## src/rtl/udp_rx_conn_filter.sv

```systemverilog
// ---------------------------------------------------------------------------
// udp_rx_conn_filter
//
// Purpose: buffers the first KEY_BEAT+1 beats of every received packet, uses
// beat KEY_BEAT as a 64-bit connection lookup key, and on a hit replays the
// buffered header beats followed by a pass-through of the remaining beats,
// tagging every beat with the connection id. On a miss, or for a packet too
// short to contain the key beat, the packet is discarded and counted.
//
// Ports:
//   clk, rst                 single clock, synchronous active-high reset
//   s_axis_*                 incoming packet stream (tdata/tkeep/tlast)
//   m_lookup_valid/ready/key connection lookup request
//   s_resp_valid/ready       lookup response handshake
//   s_resp_hit, s_resp_id    lookup result (hit flag, connection id)
//   m_axis_*                 filtered packet stream, tuser = connection id
//   fwd_count, drop_count    wrapping packet counters
// ---------------------------------------------------------------------------
module udp_rx_conn_filter #(
  parameter int KEY_BEAT = 1
) (
  input  logic        clk,
  input  logic        rst,
  input  logic        s_axis_tvalid,
  output logic        s_axis_tready,
  input  logic        s_axis_tlast,
  input  logic [63:0] s_axis_tdata,
  input  logic [7:0]  s_axis_tkeep,
  output logic        m_lookup_valid,
  input  logic        m_lookup_ready,
  output logic [63:0] m_lookup_key,
  input  logic        s_resp_valid,
  output logic        s_resp_ready,
  input  logic        s_resp_hit,
  input  logic [31:0] s_resp_id,
  output logic        m_axis_tvalid,
  input  logic        m_axis_tready,
  output logic        m_axis_tlast,
  output logic [63:0] m_axis_tdata,
  output logic [7:0]  m_axis_tkeep,
  output logic [31:0] m_axis_tuser,
  output logic [31:0] fwd_count,
  output logic [31:0] drop_count
);

  typedef enum logic [2:0] {
    HDR,
    LOOKUP,
    WAIT,
    REPLAY,
    PASS,
    DROP
  } state_e;

  localparam logic [2:0] KEY_IDX = 3'(KEY_BEAT);

  state_e      state_q, state_d;
  logic [2:0]  hdrIdx_q, hdrIdx_d;
  logic [2:0]  repIdx_q, repIdx_d;
  logic        lastSeen_q, lastSeen_d;
  logic [63:0] key_q, key_d;
  logic [31:0] connId_q, connId_d;
  logic [31:0] fwdCnt_q, fwdCnt_d;
  logic [31:0] dropCnt_q, dropCnt_d;
  logic        bufWrEn;

  // The buffer always has 8 slots so the 3-bit beat index addresses it
  // directly for any legal KEY_BEAT; only slots 0..KEY_BEAT are ever used.
  logic [63:0] hdrData_q [8];
  logic [7:0]  hdrKeep_q [8];

  // Control and counter state; everything returns to a clean HDR on reset
  // so a packet cut short by reset is forgotten rather than counted.
  always_ff @(posedge clk) begin
    if (rst) begin
      state_q    <= HDR;
      hdrIdx_q   <= '0;
      repIdx_q   <= '0;
      lastSeen_q <= 1'b0;
      key_q      <= '0;
      connId_q   <= '0;
      fwdCnt_q   <= '0;
      dropCnt_q  <= '0;
    end else begin
      state_q    <= state_d;
      hdrIdx_q   <= hdrIdx_d;
      repIdx_q   <= repIdx_d;
      lastSeen_q <= lastSeen_d;
      key_q      <= key_d;
      connId_q   <= connId_d;
      fwdCnt_q   <= fwdCnt_d;
      dropCnt_q  <= dropCnt_d;
    end
  end

  // Header buffer is pure datapath: contents are only read back after
  // they have been written for the current packet, so no reset is needed.
  always_ff @(posedge clk) begin
    if (bufWrEn) begin
      hdrData_q[hdrIdx_q] <= s_axis_tdata;
      hdrKeep_q[hdrIdx_q] <= s_axis_tkeep;
    end
  end

  // Next-state and output decode. While rst is high every handshake output
  // is forced low so nothing is accepted or presented during reset.
  always_comb begin
    state_d        = state_q;
    hdrIdx_d       = hdrIdx_q;
    repIdx_d       = repIdx_q;
    lastSeen_d     = lastSeen_q;
    key_d          = key_q;
    connId_d       = connId_q;
    fwdCnt_d       = fwdCnt_q;
    dropCnt_d      = dropCnt_q;
    bufWrEn        = 1'b0;
    s_axis_tready  = 1'b0;
    m_lookup_valid = 1'b0;
    m_lookup_key   = key_q;
    s_resp_ready   = 1'b0;
    m_axis_tvalid  = 1'b0;
    m_axis_tlast   = 1'b0;
    m_axis_tdata   = '0;
    m_axis_tkeep   = '0;
    m_axis_tuser   = '0;

    if (!rst) begin
      case (state_q)
        HDR: begin
          s_axis_tready = 1'b1;
          if (s_axis_tvalid) begin
            bufWrEn = 1'b1;
            // The key beat wins over tlast: a packet ending exactly on the
            // key beat is still looked up, just with nothing to pass after.
            if (hdrIdx_q == KEY_IDX) begin
              key_d      = s_axis_tdata;
              lastSeen_d = s_axis_tlast;
              hdrIdx_d   = '0;
              state_d    = LOOKUP;
            end else if (s_axis_tlast) begin
              dropCnt_d = dropCnt_q + 32'd1;
              hdrIdx_d  = '0;
            end else begin
              hdrIdx_d = hdrIdx_q + 3'd1;
            end
          end
        end

        LOOKUP: begin
          m_lookup_valid = 1'b1;
          if (m_lookup_ready) begin
            state_d = WAIT;
          end
        end

        WAIT: begin
          s_resp_ready = 1'b1;
          if (s_resp_valid) begin
            if (s_resp_hit) begin
              connId_d = s_resp_id;
              fwdCnt_d = fwdCnt_q + 32'd1;
              repIdx_d = '0;
              state_d  = REPLAY;
            end else begin
              dropCnt_d = dropCnt_q + 32'd1;
              if (lastSeen_q) begin
                lastSeen_d = 1'b0;
                state_d    = HDR;
              end else begin
                state_d = DROP;
              end
            end
          end
        end

        // Replay outputs come straight from registers, so they stay put
        // for as long as the downstream stalls.
        REPLAY: begin
          m_axis_tvalid = 1'b1;
          m_axis_tdata  = hdrData_q[repIdx_q];
          m_axis_tkeep  = hdrKeep_q[repIdx_q];
          m_axis_tlast  = (repIdx_q == KEY_IDX) && lastSeen_q;
          m_axis_tuser  = connId_q;
          if (m_axis_tready) begin
            if (repIdx_q == KEY_IDX) begin
              if (lastSeen_q) begin
                lastSeen_d = 1'b0;
                state_d    = HDR;
              end else begin
                state_d = PASS;
              end
            end else begin
              repIdx_d = repIdx_q + 3'd1;
            end
          end
        end

        PASS: begin
          m_axis_tvalid = s_axis_tvalid;
          s_axis_tready = m_axis_tready;
          m_axis_tdata  = s_axis_tdata;
          m_axis_tkeep  = s_axis_tkeep;
          m_axis_tlast  = s_axis_tlast;
          m_axis_tuser  = connId_q;
          if (s_axis_tvalid && m_axis_tready && s_axis_tlast) begin
            state_d = HDR;
          end
        end

        DROP: begin
          s_axis_tready = 1'b1;
          if (s_axis_tvalid && s_axis_tlast) begin
            state_d = HDR;
          end
        end

        default: begin
          state_d = HDR;
        end
      endcase
    end
  end

  assign fwd_count  = rst ? 32'd0 : fwdCnt_q;
  assign drop_count = rst ? 32'd0 : dropCnt_q;

endmodule

```

## config.mk

```make
export PLATFORM = sky130hd
export DESIGN_NAME = udp_rx_conn_filter
export DESIGN_NICKNAME = d
export VERILOG_FILES = /design/src/rtl/udp_rx_conn_filter.sv
export SDC_FILE = /design/constraint.sdc
export NUM_CORES = 1
export LEC_CHECK = 0
export CAP_MARGIN = 20
export CELL_PAD_IN_SITES_DETAIL_PLACEMENT = 1
export CELL_PAD_IN_SITES_GLOBAL_PLACEMENT = 2
export CORE_MARGIN = 8
export CORE_UTILIZATION = 45
export CTS_BUF_LIST = sky130_fd_sc_hd__clkbuf_16
export CTS_CLUSTER_DIAMETER = 120
export DETAILED_ROUTE_END_ITERATION = 7
export DONT_BUFFER_PORTS = 1
export PLACE_DENSITY_LB_ADDON = 0.1
export SYNTH_ARGS = -nofsm -noshare
export SYNTH_HDL_FRONTEND = slang
export SYNTH_SLANG_ARGS = --single-unit
```

## constraint.sdc

```tcl
create_clock -name clk -period 9.2 [get_ports clk]
set_input_delay 1.38 -clock clk [delete_from_list [all_inputs] [get_ports clk]]
set_output_delay 1.38 -clock clk [all_outputs]
set_load 0.02 [all_outputs]
```

==> impl_table.tex <==
\begin{tabular}{lr}
\hline
Metric & Value \\
\hline
\multicolumn{2}{l}{\textbf{Final layout}} \\
\quad Number of filler cells placed in the layout & 6288 \\
\quad \# nets final & 2104 \\
\quad Proportion of layout cells with a drive suffix above 1 & 16.0\% \\
\quad Finished Layout Cells & 2915 \\
\quad Number of diodes & 0 \\
\quad Area delta synth->final & 11.2\% \\
\multicolumn{2}{l}{\textbf{Clock network}} \\
\quad Clk\_lat worst skew & 0.60 ns \\
\quad Number of cells upsized or downsized after cts & 0 \\
\quad Num CTS Buffers & 81 \\
\quad Post-CTS setup buffer count & 0 \\
\quad Hold buffer count at cts & 0 \\
\quad CTS tree & done \\
\quad Maximum root-to-sink buffer count & 3 \\
\quad Clock root cell & sky130\_fd\_sc\_hd\_\_clkbuf\_16 \\
\quad Clock-pin slew reported for the worst setup and hold paths after clock tree synthesis & 0.05 ns \\
\quad Maximum level of the CTS H-tree & 3 \\
\quad Clock Sink Count & 749 \\
\multicolumn{2}{l}{\textbf{Placement}} \\
\quad Post-place setup slack & 4.56 ns \\
\quad Number of cells in the design after placement & 2765 \\
\quad Port Buffers & 0 \\
\quad Final GP Congestion & 0.733 \\
\quad Half-perimeter wire length after placement & 44.3 mm \\
\multicolumn{2}{l}{\textbf{STA}} \\
\quad Number of hold-slack violations in the final timing report & 0 \\
\quad Number of endpoints failing setup at the final stage & 0 \\
\quad Ratio of final minimum period to clock period & 54.7\% \\
\quad Tightest slew margin relative to the limit & 27.7\% \\
\quad Smallest setup slack after layout & 4.17 ns \\
\quad Least-Margin Pin Slew & 1.09 ns \\
\quad Setup repair after global routing missed its margin & no \\
\quad Highest clock rate & 199 MHz \\
\quad Number of pins exceeding their max-slew limit in the final report & 0 \\
\quad Shortest clock period the worst path allows after layout & 5.03 ns \\
\quad Post-Route Skew & 0.0130 ns \\
\quad Setup TNS after final layout & 0 ns \\
\multicolumn{2}{l}{\textbf{Setup path}} \\
\quad Category of the critical setup timing path & flop to output pin \\
\quad Launch point of the worst reg-to-reg path & state\_q[1] \\
\quad Worst R2R Path Depth & 4 \\
\quad Crit path DAT & 3.65 ns \\
\quad RR Endpoint & hdrKeep\_q[6][2] \\
\quad Slack of the worst reg-to-reg path & 5.39 ns \\
\quad Crit end category & output pin \\
\quad Critical path data required time & 7.82 ns \\
\quad Maximum fanout along the worst path & 72 \\
\quad Setup crit start kind & flop \\
\multicolumn{2}{l}{\textbf{Global routing}} \\
\quad Largest net degree at the start of global routing & 244 \\
\quad Final global-route overflow total & 0 \\
\quad GRT Resource Usage Total & 19.5\% \\
\quad First-pass GRT wire length & 112 mm \\
\quad Initial antenna violation count & 0 \\
\quad Number of global-route vias before repair & 18000 \\
\multicolumn{2}{l}{\textbf{Synthesis}} \\
\quad Cell count after synthesis & 1993 \\
\quad Number of flops mapped to enable cells by yosys & 576 \\
\quad Count of state elements after synthesis & 749 \\
\quad Largest family of logic cells by synthesized area & multiplexers \\
\quad Synth Area in Adders & 0.250\% \\
\quad Area of the mapped netlist & 30000 sq um \\
\quad Synth Flop Type & sky130\_fd\_sc\_hd\_\_edfxtp\_1 \\
\quad Share of synthesized area occupied by flip-flops and latches & 69.2\% \\
\quad Share of flip-flops with an asynchronous set or reset & 0\% \\
\quad Post-Synth XOR/XNOR Area & 0.292\% \\
\quad Synthesized netlist net count & 2111 \\
\quad Simple-gate area share of the yosys netlist & 9.60\% \\
\quad Number of different library cells in the post-synthesis netlist & 52 \\
\quad Share of synthesized area spent on multiplexers & 14.5\% \\
\quad Synth Warn \# & 0 \\
\quad Synthesized-area fraction occupied by ao, oa, aoi and oai cells & 4.26\% \\
\quad Post-Syn Area per Cell & 15.0 sq um \\
\multicolumn{2}{l}{\textbf{Min path}} \\
\quad Type of the tightest min-delay check & flop to flop \\
\quad Critical hold path startpoint & connId\_q[22] \\
\quad Worst-case hold path end point & connId\_q[22] \\
\quad Number of instances on the worst hold path & 2 \\
\multicolumn{2}{l}{\textbf{Power and ir drop}} \\
\quad Pleak & 0.0102 uW \\
\quad Power Dens Cells & 219 nW/um\^{}2 \\
\quad Worst-case vdd ir drop & 0.112 mV \\
\multicolumn{2}{l}{\textbf{Floorplanning}} \\
\quad FP Rows & 94 \\
\quad Die Ht & 274 microns \\
\quad Placeable core region & 65900 sq um \\
\quad I/O pin cnt & 349 \\
\quad Initial Utilization & 45.5\% \\
\quad X dimension of the die & 274 microns \\
\quad Overall die area & 75200 sq um \\
\multicolumn{2}{l}{\textbf{Drt}} \\
\quad Remaining DRCs & 0 \\
\quad Total detailed-routing wirelength & 74.9 mm \\
\quad Number of design-rule violations left by the first detailed-router iteration & 946 \\
\quad Residual antenna-violating net count after detailed routing & 0 \\
\quad WL/cell & 25.7 microns \\
\quad Vias per cell & 5.73 \\
\quad Vias post-DR & 16700 \\
\quad Length of the first detailed-routing pass in iterations & 5 \\
\multicolumn{2}{l}{\textbf{Run status}} \\
\quad Run status & finished clean \\
\multicolumn{2}{l}{\textbf{Job}} \\
\quad Max\_cap viols & 0 \\
\hline
\end{tabular}
cell usage in the layout, fill, tap and decap left out, types with 4 or more instances in the layout:
master	instances
sky130_fd_sc_hd__nor2_1	65
sky130_fd_sc_hd__mux2_2	32
sky130_fd_sc_hd__dfxtp_1	170
sky130_fd_sc_hd__nand2b_1	7
sky130_fd_sc_hd__o31ai_1	5
sky130_fd_sc_hd__nand2_1	293
sky130_fd_sc_hd__buf_4	27
sky130_fd_sc_hd__clkbuf_16	82
sky130_fd_sc_hd__edfxtp_1	576
sky130_fd_sc_hd__xor2_1	5
sky130_fd_sc_hd__o21ai_0	89
sky130_fd_sc_hd__nor3_1	18
sky130_fd_sc_hd__and2_1	35
sky130_fd_sc_hd__and3b_1	4
sky130_fd_sc_hd__or3_1	18
sky130_fd_sc_hd__mux4_2	144
sky130_fd_sc_hd__inv_1	38
sky130_fd_sc_hd__and3_1	5
sky130_fd_sc_hd__nor2b_1	58
sky130_fd_sc_hd__nor2_4	7
sky130_fd_sc_hd__nand3_1	17
sky130_fd_sc_hd__o21ai_1	5
sky130_fd_sc_hd__xnor2_1	5
sky130_fd_sc_hd__clkinv_1	24
sky130_fd_sc_hd__nand4_1	15
sky130_fd_sc_hd__mux2i_1	73
sky130_fd_sc_hd__a21oi_1	126
sky130_fd_sc_hd__clkinv_2	14
sky130_fd_sc_hd__or4_1	7
sky130_fd_sc_hd__o211ai_1	4
sky130_fd_sc_hd__nor4_1	18
sky130_fd_sc_hd__ha_1	6
sky130_fd_sc_hd__and4_1	14
layout make-up:
cell class	count	area, sq um	share of cell area (%)
clock buffer	82	2050	6.15
clock inverter	66	370	1.11
inverter	17	63.8	0.191
multi-input combinational	1108	8770	26.3
sequential	749	20800	62.3
tap	864	1080	3.24
timing repair buffer	29	243	0.728
through the flow:
stage	hold WS, ns	util [%]	total power [uW]	area [sq um]
4_1_cts	0.452	50.6	7400	33300
3_5_place_dp	0.442	46.9	4400	30900
3_3_place_gp	0.436	46.9	4390	30900
6_report	0.450	50.6	7300	33300
2_1_floorplan	0.432	-	4270	30000
5_1_grt	0.469	50.6	7560	33300
flip-flops by register name, indices dropped and copies added, names as in the netlist, named ones only:
register / count
connId_q: 32
dropCnt_q: 32
fwdCnt_q: 32
hdrData_q: 512
hdrIdx_q: 3
hdrKeep_q: 64
lastSeen_q: 1
m_lookup_key: 64
repIdx_q: 3
state_q: 3
cells by family (layout without fill, tap and decap cells):
kind of cell	count (synthesis)	after routing
AO/OA/AOI/OAI	243	243
XOR/XNOR	10	10
adder cells (fa/ha/maj)	6	6
buffers and inverters	136	194
flip-flops	749	749
multiplexers	251	251
AND/OR/NAND/NOR	598	598
layer usage:
layer | routed length (microns) | GRT usage [%] | share of wire [%]
met5 | 0 | 0 | 0
met4 | 1480 | 5.23 | 2.0
met3 | 4880 | 5.25 | 6.5
met1 | 30800 | 24.2 | 41
met2 | 37700 | 33.6 | 50
cell usage after synthesis (all sizes together) (2+ instances only):
master   number  share of area, %
o21ai        94               1.6
and3b         4              0.12
o2111ai       2             0.058
or4           8              0.21
or4b          2             0.067
nor4b         2             0.058
and4         14              0.41
edfxtp      576                58
xor2          5              0.15
o31ai         5              0.13
a21oi       127               2.1
buf          44              0.70
nand4        17              0.40
nor3         21              0.35
nor4         18              0.38
a211oi        3             0.075
nand2b        8              0.17
and3          5              0.10
and2         35              0.73
or3          18              0.38
nand3        18              0.30
inv          17              0.21
mux2         34               1.3
nor2         72              0.91
nor2b        58               1.2
clkbuf       75              0.94
dfxtp       173                12
nand2       293               3.7
o211ai        4              0.10
xnor2         5              0.15
a31oi         2             0.042
mux2i        73               2.4
ha            6              0.25
mux4        144                11
report_power, final:
part,switching (uW),internal (uW)
clock,1280,1700
sequential,80.5,3740
combinational,323,180
total,1680,5620
worst max-delay path by stage:
stage | from | to | slack (ns) | depth (start not counted)
final | state_q[0] | m_axis_tdata[59] | 4.17 | 4
after global routing | state_q[0] | m_axis_tdata[40] | 3.93 | 4
after CTS | flop | m_axis_tdata[38] | 4.11 | 4
after detailed placement | rst | m_axis_tdata[59] | 4.56 | 3
after global placement | rst | m_axis_tkeep[3] | 4.69 | 3
after floorplan | s_axis_tvalid | hdrData_q[0][0] | 1.35 | 4
worst max-delay path, cell delays in order (launching register included):
cell                      delay, ns
sky130_fd_sc_hd__dfxtp_1       0.70
sky130_fd_sc_hd__inv_1         0.21
sky130_fd_sc_hd__nor2_1        0.41
sky130_fd_sc_hd__nand3_4       0.75
sky130_fd_sc_hd__o21ai_0       0.94
Note: power is estimated with default switching activity, not from simulation.
